--- config.mk ---
export PLATFORM = sky130hd
export DESIGN_NAME = axi_addr_router
export DESIGN_NICKNAME = d
export VERILOG_FILES = /design/src/rtl/axi_addr_router.sv
export SDC_FILE = /design/constraint.sdc
export NUM_CORES = 1
export LEC_CHECK = 0
export ABC_AREA = 1
export ABC_CLOCK_PERIOD_IN_PS = 2100
export CORE_MARGIN = 5
export CORE_UTILIZATION = 32
export DETAILED_ROUTE_END_ITERATION = 10
export GPL_TIMING_DRIVEN = 0
export PLACE_DENSITY = 0.83
export SLEW_MARGIN = 20
export SYNTH_ARGS = -nofsm -noshare
export SYNTH_HDL_FRONTEND = slang
export SYNTH_SLANG_ARGS = --single-unit
--- constraint.sdc ---
create_clock -name CPUNC_ACLK -period 2.1 [get_ports CPUNC_ACLK]
set_input_delay 0.21 -clock CPUNC_ACLK [delete_from_list [all_inputs] [get_ports CPUNC_ACLK]]
set_output_delay 0.21 -clock CPUNC_ACLK [all_outputs]
set_load 0.03 [all_outputs]
--- src/rtl/axi_addr_router.sv ---
`default_nettype none
// ============================================================================
// Module   : axi_addr_router
// Brief    : Single-master to NSLV-slave AXI handshake router with error slave.
// Revision : 1.0 - initial release
// ============================================================================
module axi_addr_router #(
    parameter int AXI_ADDR_WIDTH = 32,
    parameter int AXI_DATA_WIDTH = 32,
    parameter int NSLV           = 2,
    parameter int SLV_POWER_SIZE = 12,
    parameter logic [NSLV*(AXI_ADDR_WIDTH-SLV_POWER_SIZE)-1:0] SLV_BASE = {20'hFEED1, 20'hFEED0}
) (
    input  logic                         CPUNC_ACLK,
    input  logic                         CPUNC_ARESET,
    input  logic [AXI_ADDR_WIDTH-1:0]    CPUNC_AWADDR,
    input  logic [7:0]                   CPUNC_AWID,
    input  logic                         CPUNC_AWVALID,
    output logic                         CPUNC_AWREADY,
    input  logic                         CPUNC_WLAST,
    input  logic                         CPUNC_WVALID,
    output logic                         CPUNC_WREADY,
    output logic [7:0]                   CPUNC_BID,
    output logic                         CPUNC_BRESP,
    output logic                         CPUNC_BVALID,
    input  logic                         CPUNC_BREADY,
    input  logic [AXI_ADDR_WIDTH-1:0]    CPUNC_ARADDR,
    input  logic [7:0]                   CPUNC_ARID,
    input  logic [7:0]                   CPUNC_ARLN,
    input  logic                         CPUNC_ARVALID,
    output logic                         CPUNC_ARREADY,
    output logic [7:0]                   CPUNC_RID,
    output logic [AXI_DATA_WIDTH-1:0]    CPUNC_RDATA,
    output logic                         CPUNC_RRESP,
    output logic                         CPUNC_RLAST,
    output logic                         CPUNC_RVALID,
    input  logic                         CPUNC_RREADY,
    output logic [NSLV-1:0]              CPUNCS_AWVALID,
    input  logic [NSLV-1:0]              CPUNCS_AWREADY,
    output logic [NSLV-1:0]              CPUNCS_WVALID,
    input  logic [NSLV-1:0]              CPUNCS_WREADY,
    input  logic [NSLV*8-1:0]            CPUNCS_BID,
    input  logic [NSLV-1:0]              CPUNCS_BRESP,
    input  logic [NSLV-1:0]              CPUNCS_BVALID,
    output logic [NSLV-1:0]              CPUNCS_BREADY,
    output logic [NSLV-1:0]              CPUNCS_ARVALID,
    input  logic [NSLV-1:0]              CPUNCS_ARREADY,
    input  logic [NSLV*8-1:0]            CPUNCS_RID,
    input  logic [NSLV*AXI_DATA_WIDTH-1:0] CPUNCS_RDATA,
    input  logic [NSLV-1:0]              CPUNCS_RRESP,
    input  logic [NSLV-1:0]              CPUNCS_RLAST,
    input  logic [NSLV-1:0]              CPUNCS_RVALID,
    output logic [NSLV-1:0]              CPUNCS_RREADY
);

    localparam int TAG_W = AXI_ADDR_WIDTH - SLV_POWER_SIZE;
    localparam int SEL_W = (NSLV > 1) ? $clog2(NSLV) : 1;

    typedef enum logic [1:0] {
        W_IDLE = 2'd0,
        W_DATA = 2'd1,
        W_RESP = 2'd2
    } wstate_t;

    typedef enum logic [1:0] {
        R_IDLE = 2'd0,
        R_DATA = 2'd1,
        R_ERR  = 2'd2
    } rstate_t;

    wstate_t             wstate_q, wstate_d;
    logic [SEL_W-1:0]    wsel_q, wsel_d;
    logic                werr_q, werr_d;
    logic [7:0]          wid_q, wid_d;

    rstate_t             rstate_q, rstate_d;
    logic [SEL_W-1:0]    rsel_q, rsel_d;
    logic                rerr_q, rerr_d;
    logic [7:0]          rid_q, rid_d;
    logic [7:0]          rcnt_q, rcnt_d;

    logic [SEL_W-1:0]    w_aw_sel, w_ar_sel;
    logic                w_aw_hit, w_ar_hit;
    logic                w_awready, w_wready, w_bvalid;
    logic                w_arready, w_rvalid, w_rlast;

    // Only the window tag bits take part in decoding.
    logic w_unused;
    assign w_unused = ^{CPUNC_AWADDR[SLV_POWER_SIZE-1:0], CPUNC_ARADDR[SLV_POWER_SIZE-1:0]};

    // Descending scan so that the lowest matching index is the one that sticks.
    always_comb begin
        w_aw_sel = '0;
        w_aw_hit = 1'b0;
        w_ar_sel = '0;
        w_ar_hit = 1'b0;
        for (int i = NSLV - 1; i >= 0; i--) begin
            if (CPUNC_AWADDR[AXI_ADDR_WIDTH-1:SLV_POWER_SIZE] == SLV_BASE[i*TAG_W +: TAG_W]) begin
                w_aw_hit = 1'b1;
                w_aw_sel = SEL_W'(i);
            end
            if (CPUNC_ARADDR[AXI_ADDR_WIDTH-1:SLV_POWER_SIZE] == SLV_BASE[i*TAG_W +: TAG_W]) begin
                w_ar_hit = 1'b1;
                w_ar_sel = SEL_W'(i);
            end
        end
    end

    always_ff @(posedge CPUNC_ACLK) begin
        if (CPUNC_ARESET) begin
            wstate_q <= W_IDLE;
            wsel_q   <= '0;
            werr_q   <= 1'b0;
            wid_q    <= '0;
            rstate_q <= R_IDLE;
            rsel_q   <= '0;
            rerr_q   <= 1'b0;
            rid_q    <= '0;
            rcnt_q   <= '0;
        end else begin
            wstate_q <= wstate_d;
            wsel_q   <= wsel_d;
            werr_q   <= werr_d;
            wid_q    <= wid_d;
            rstate_q <= rstate_d;
            rsel_q   <= rsel_d;
            rerr_q   <= rerr_d;
            rid_q    <= rid_d;
            rcnt_q   <= rcnt_d;
        end
    end

    // Write path; everything is forced quiet while reset is held.
    always_comb begin
        wstate_d       = wstate_q;
        wsel_d         = wsel_q;
        werr_d         = werr_q;
        wid_d          = wid_q;
        w_awready      = 1'b0;
        w_wready       = 1'b0;
        w_bvalid       = 1'b0;
        CPUNC_BID      = '0;
        CPUNC_BRESP    = 1'b0;
        CPUNCS_AWVALID = '0;
        CPUNCS_WVALID  = '0;
        CPUNCS_BREADY  = '0;
        if (!CPUNC_ARESET) begin
            case (wstate_q)
                W_IDLE: begin
                    if (w_aw_hit) begin
                        for (int i = 0; i < NSLV; i++) begin
                            if (w_aw_sel == SEL_W'(i)) begin
                                CPUNCS_AWVALID[i] = CPUNC_AWVALID;
                                w_awready         = CPUNCS_AWREADY[i];
                            end
                        end
                    end else begin
                        w_awready = 1'b1;
                    end
                    if (CPUNC_AWVALID && w_awready) begin
                        wsel_d   = w_aw_sel;
                        werr_d   = !w_aw_hit;
                        wid_d    = CPUNC_AWID;
                        wstate_d = W_DATA;
                    end
                end
                W_DATA: begin
                    if (werr_q) begin
                        w_wready = 1'b1;
                    end else begin
                        for (int i = 0; i < NSLV; i++) begin
                            if (wsel_q == SEL_W'(i)) begin
                                CPUNCS_WVALID[i] = CPUNC_WVALID;
                                w_wready         = CPUNCS_WREADY[i];
                            end
                        end
                    end
                    if (CPUNC_WVALID && w_wready && CPUNC_WLAST) begin
                        wstate_d = W_RESP;
                    end
                end
                W_RESP: begin
                    if (werr_q) begin
                        w_bvalid    = 1'b1;
                        CPUNC_BRESP = 1'b1;
                        CPUNC_BID   = wid_q;
                    end else begin
                        for (int i = 0; i < NSLV; i++) begin
                            if (wsel_q == SEL_W'(i)) begin
                                w_bvalid         = CPUNCS_BVALID[i];
                                CPUNC_BRESP      = CPUNCS_BRESP[i];
                                CPUNC_BID        = CPUNCS_BID[i*8 +: 8];
                                CPUNCS_BREADY[i] = CPUNC_BREADY;
                            end
                        end
                    end
                    if (w_bvalid && CPUNC_BREADY) begin
                        wstate_d = W_IDLE;
                    end
                end
                default: wstate_d = W_IDLE;
            endcase
        end
    end

    always_comb begin
        rstate_d       = rstate_q;
        rsel_d         = rsel_q;
        rerr_d         = rerr_q;
        rid_d          = rid_q;
        rcnt_d         = rcnt_q;
        w_arready      = 1'b0;
        w_rvalid       = 1'b0;
        w_rlast        = 1'b0;
        CPUNC_RID      = '0;
        CPUNC_RDATA    = '0;
        CPUNC_RRESP    = 1'b0;
        CPUNCS_ARVALID = '0;
        CPUNCS_RREADY  = '0;
        if (!CPUNC_ARESET) begin
            case (rstate_q)
                R_IDLE: begin
                    if (w_ar_hit) begin
                        for (int i = 0; i < NSLV; i++) begin
                            if (w_ar_sel == SEL_W'(i)) begin
                                CPUNCS_ARVALID[i] = CPUNC_ARVALID;
                                w_arready         = CPUNCS_ARREADY[i];
                            end
                        end
                    end else begin
                        w_arready = 1'b1;
                    end
                    if (CPUNC_ARVALID && w_arready) begin
                        rsel_d   = w_ar_sel;
                        rerr_d   = !w_ar_hit;
                        rid_d    = CPUNC_ARID;
                        rcnt_d   = CPUNC_ARLN;
                        rstate_d = w_ar_hit ? R_DATA : R_ERR;
                    end
                end
                R_DATA: begin
                    for (int i = 0; i < NSLV; i++) begin
                        if (rsel_q == SEL_W'(i)) begin
                            w_rvalid         = CPUNCS_RVALID[i];
                            w_rlast          = CPUNCS_RLAST[i];
                            CPUNC_RRESP      = CPUNCS_RRESP[i];
                            CPUNC_RID        = CPUNCS_RID[i*8 +: 8];
                            CPUNC_RDATA      = CPUNCS_RDATA[i*AXI_DATA_WIDTH +: AXI_DATA_WIDTH];
                            CPUNCS_RREADY[i] = CPUNC_RREADY;
                        end
                    end
                    if (w_rvalid && CPUNC_RREADY && w_rlast) begin
                        rstate_d = R_IDLE;
                    end
                end
                R_ERR: begin
                    // Synthesised error burst: ARLN+1 zero-data beats.
                    w_rvalid    = 1'b1;
                    CPUNC_RRESP = 1'b1;
                    CPUNC_RID   = rid_q;
                    w_rlast     = (rcnt_q == 8'd0);
                    if (CPUNC_RREADY) begin
                        if (rcnt_q == 8'd0) begin
                            rstate_d = R_IDLE;
                        end else begin
                            rcnt_d = rcnt_q - 8'd1;
                        end
                    end
                end
                default: rstate_d = R_IDLE;
            endcase
        end
    end

    assign CPUNC_AWREADY = w_awready;
    assign CPUNC_WREADY  = w_wready;
    assign CPUNC_BVALID  = w_bvalid;
    assign CPUNC_ARREADY = w_arready;
    assign CPUNC_RVALID  = w_rvalid;
    assign CPUNC_RLAST   = w_rlast;

endmodule
`default_nettype wire

After elaboration in Yosys (flattened, before gate mapping)
Index checks and enable logic that the tools add are counted.
{"block": "word_totals", "ff_bits": 31, "inputBits": 208, "output_inout_bits": 66, "wordCells": 137}
{"block": "classes", "n_addsub": 1, "n_eq_ne": 16, "muxes": 95, "n_reduce_logical": 17}
{"cell": "$mux W32", "count": 3}
{"cell": "$eq A20 B20 Y1 const B", "count": 4}
{"cell": "$mux W8", "count": 9}
{"cell": "$mux W1", "count": 54}
{"cell": "$mux W2", "count": 22}
{"cell": "$pmux W8 S2", "count": 2}
{"cell": "$ne A2 B2 Y1 const B", "count": 8}
{"cell": "$pmux W2 S3", "count": 2}
{"cell": "$logic_not A8 Y1", "count": 1}
{"cell": "$reduce_and A4 Y1", "count": 2}
{"cell": "$sub A8 B1 Y8 const B", "count": 1}
{"cell": "$logic_and A1 B1 Y1", "count": 7}
{"cell": "$pmux W1 S2", "count": 3}
{"cell": "$eq A2 B1 Y1 const B", "count": 2}
{"cell": "$eq A2 B2 Y1 const B", "count": 2}
{"cell": "$logic_not A2 Y1", "count": 2}
{"cell": "$reduce_and A2 Y1", "count": 2}
{"cell": "$reduce_and A3 Y1", "count": 1}
{"cell": "$reduce_bool A2 Y1", "count": 1}
{"cell": "$logic_not A1 Y1", "count": 1}

Depth between registers and ports, before layout
{"block": "logic_depth", "depth_word": 10, "mapped_depth": 15, "mapped_depth_nobuf": 14}

Worst setup path before layout
No wires, ideal clock.
{"block": "synth_path", "path_type": "reg2out", "from": "reg rstate_q[1]", "to": "out CPUNCS_RREADY[0]", "arrival_time_ps": 1792, "required_ps": 1890, "setup_slack_ps": 98, "path_stages_with_launch": 6, "n_path_buf": 1, "cell_sequence": "dfxtp_1 > inv_1 > ha_1 > inv_1 > clkbuf_1 > nor4_1"}
{"block": "synth_between", "elab_chain_cells": 3}
{"element": "start, declared", "line": "76", "text": "rstate_t rstate_q, rstate_d;"}
{"element": "start signal, assigned", "line": "125", "text": "rstate_q <= rstate_d;"}
{"element": "$eq A2 B1 Y1", "line": "221", "text": "case (rstate_q)"}
{"element": "$mux W2", "line": "221"}
{"element": "$mux W2", "line": "220", "text": "if (!CPUNC_ARESET) begin"}
{"element": "end, declared", "line": "53", "text": "output logic [NSLV-1:0] CPUNCS_RREADY"}
No other way between the ends.

Worst setup path in the final report
{"block": "layout_path", "from": "in CPUNC_ARESET", "to": "out CPUNC_BRESP"}
{"block": "layout_between", "elab_chain_cells": 1}
{"element": "start, declared", "line": "15", "text": "input logic CPUNC_ARESET,"}
{"element": "$mux W1", "line": "147", "text": "if (!CPUNC_ARESET) begin"}
{"element": "end, declared", "line": "24", "text": "output logic CPUNC_BRESP,"}
No other way between the ends.

==> results.toml <==
[pwr]
power_frac_comb = 0.663
power_per_cell_area_mw_per_mm2 = 746.7
seq_power_share = 0.196
power.net_switching_mw = 1.984
power.share.clock = 0.142
power.switching_fraction = 0.4754
power_leakage_nw = 2.824
ir_drop_mv = 0.4854
internal-power_mw = 2.189

[setup_path]
slowest_stage_delay_on_critical_path_ns = 0.42
worstPathRequired_ns = 1.89
cell_by_cell_listing_of_the_critical_path = "clkdlybuf4s50_1, inv_1, nand2_1, clkinvlp_4, o221a_2, clkdlybuf4s15_1"
arr_time_crit_path_ns = 1.82
critPathSlowestCell = "sky130_fd_sc_hd__clkdlybuf4s50_1"
cp-start-kind = "input pin"
timing.critical_path.max_delay_family = "buffers and inverters"
critPathMaxFanout = 9
critical_path_class = "input pin to primary output"
endpoint_type_of_the_worst_setup_path = "primary output"
crit_buf_inv = 4

[yosys]
synth_common_cells = "sky130_fd_sc_hd__nor2_1, sky130_fd_sc_hd__nand2_1, sky130_fd_sc_hd__inv_1"
synthDistinctLibCells = 38
synth.cell_area_sq_mm = 0.002985
syn_area_per_cell_sq_um = 5.528
synth_nets = 753
synthTopCellsByArea = "sky130_fd_sc_hd__dfxtp_1, sky130_fd_sc_hd__nor2_1, sky130_fd_sc_hd__nand2_1"
largest_area_contributor_in_the_synthesized_netlist = "sky130_fd_sc_hd__dfxtp_1"
synth.most_common_cell = "sky130_fd_sc_hd__nor2_1"
number_of_instances_in_the_synthesized_netlist = 540
synth-main-ff-cell = "sky130_fd_sc_hd__dfxtp_1"
synth-seq-cells = 31
synth_sequential_area_ratio = 0.2079
synth.yosys.warnings = 0
synth_edf_count = 0
post-synth-top-area-fraction = 0.2079
async_sr_flop_fraction = 0

[floorplanning]
die_h_microns = 106.6
die_area_sq_mm = 0.01136
die-width_microns = 106.6
floorplan.core_area_sq_mm = 0.009153
placementRows = 35
top_level_ports = 274
floorplan.initialDensity = 0.3262

[grt]
grt_remaining_overflow = 0
antenna_violations_before_repair = 0
number_of_global_route_vias_before_repair = 4490
grt_start_max_net_pins = 12
globalRouteTotalUtil = 0.2221
grt_pass1_wl_microns = 20760

[clock_network]
cts_hold_buffers = 0
cts_tree = "done"
ctsRootBufferMaster = "sky130_fd_sc_hd__clkbuf_8"
numCtsBuffers = 5
htree_levels = 2
clock_sinks = 31
insertion_delay_ns = 0.28
cts.reportedPaths.clkPinSlew_ns = 0.07
clock_tree.buffer_depth = 2

[placed_design]
buffer_ports.inserted = 249
dp_hpwl_microns = 11570
gp_congestion = 0.8712

[final_layout]
finish.utilization = 0.6107
finalNetCount = 1010
antenna_cells_inserted = 0
areaGrowthSynthToFinish_pct = 87.22
post_route_cells_drive_above_1_share = 0.1291

[sta]
final.min_clock_period_ns = 2.031
hold_slack_ns = 0.4548
unrepaired_setup_endpoints_after_global_routing = "no"
skew_ns = 0.005170
report.final.slew_viol_count = 0
timing_hold_violations_final = 0
maxClockFrequency_mhz = 492.3
final-setup-viol-count = 0
slew_headroom = 0.6783
timing.final.crit_share = 0.9673
worst_pin_slew_ns = 0.4826

[detailed_routing]
post-route-drc-count = 0
initial_drt_markers = 232
route.detailed.vias_per_inst = 4.953
wl_per_cell_microns = 15.19
final_antenna_net_count = 0
route.final.wire_length_microns = 13810
routed_via_count = 4502
drt_pass1_iterations = 5

[worst_hold_path]
hold_path_class = "register to register"

[status]
status = "finished, final reports clean"

[run]
drv.max_cap_violation_count = 0
state kept, by name, summed over array words and instances, names as in the netlist:
register	cells
rsel_q	1
wsel_q	1
wid_q	8
wstate_q	2
rcnt_q	8
rid_q	8
rstate_q	2
werr_q	1
cells in the final DEF, fill, tap and decap left out, types with 11 or more instances in the layout:
master                              n
sky130_fd_sc_hd__clkdlybuf4s50_1  183
sky130_fd_sc_hd__dfxtp_1           31
sky130_fd_sc_hd__nor2_1           124
sky130_fd_sc_hd__inv_1             80
sky130_fd_sc_hd__o21ai_0           57
sky130_fd_sc_hd__nand4_1           12
sky130_fd_sc_hd__mux2i_1           11
sky130_fd_sc_hd__nand2_1          104
sky130_fd_sc_hd__nand3_1           19
sky130_fd_sc_hd__buf_2             40
sky130_fd_sc_hd__a21oi_1           14
sky130_fd_sc_hd__dlygate4sd2_1     14
stage by stage:
stage	setup WS, ns	total power, mW	cells	TNS, ns	instance area [sq um]
after floorplan	0.09823	2.544	540	0	2985
after global placement	-0.7615	3.472	900	-26.97	5617
after detailed placement	-0.8043	3.573	900	-28.88	5617
after CTS	0.004488	4.138	909	0	5604
after global routing	0.001158	4.488	909	0	5589
final	0.06865	4.173	909	0	5589
path summary, 6_finish.rpt:
check                                 from                      to  slack, ns  depth (start not counted)
setup reg to reg  rstate_q[0]$_SDFFE_PP0P_  rcnt_q[1]$_SDFFE_PP0P_       0.42                          8
hold reg to reg      rid_q[3]$_SDFFE_PP0P_   rid_q[3]$_SDFFE_PP0P_       0.45                          2
hold / removal       rid_q[3]$_SDFFE_PP0P_   rid_q[3]$_SDFFE_PP0P_       0.45                          2
setup / recovery              CPUNC_ARESET             CPUNC_BRESP       0.07                          6
worst register-to-register path, delay by kind of cell (launching register included):
kind,cells,cell delay [ns]
buffers and inverters,3,0.39
flip-flops,1,0.32
AO/OA/AOI/OAI,1,0.31
adder cells (fa/ha/maj),1,0.29
AND/OR/NAND/NOR,3,0.28
layer usage:
layer	vias to the layer above	wire, microns	global-route usage
met1	2017	5224	0.2352
li1	2222	-	-
met4	0	541	0.09224
met3	34	1129	0.04756
met2	229	6915	0.4213
met5	-	0	0
power by group through the flow:
stage / logic (mW) / clock network, mW / registers (mW)
final: 2.77 / 0.591 / 0.817
after floorplan: 1.74 / 0 / 0.806
after global routing: 3.02 / 0.635 / 0.832
after global placement: 2.65 / 0 / 0.817
after CTS: 2.72 / 0.603 / 0.812
after detailed placement: 2.75 / 0 / 0.824
logic make-up (layout without fill, tap and decap cells):
kind of cell	count (synthesis)	after routing	share of synthesized area
compound gates	88	88	0.1576
xor+xnor	2	2	0.005869
fa+ha+maj	5	5	0.02096
buf+inv	111	369	0.1492
flops	31	31	0.2079
mux	11	11	0.03688
simple gates	292	292	0.4216
timing repair:
item                                    in CTS  in global routing
pin swaps                                    1                  1
endpoints found under the setup margin      65                 55
buffers inserted                             1                  0
cloned                                       0                  0
gates resized for setup                    244                 50
cell type report:
cell class	count	area, sq um
plain buffers	23	158.9
clock buffers	5	68.82
clock inverters	3	43.79
fillers	868	3563
inverters	88	335.3
multi-input cells	398	1949
flip-flops and latches	31	620.6
well taps	111	138.9
repair buffers	250	2273
Note: power is estimated with default switching activity, not from simulation.
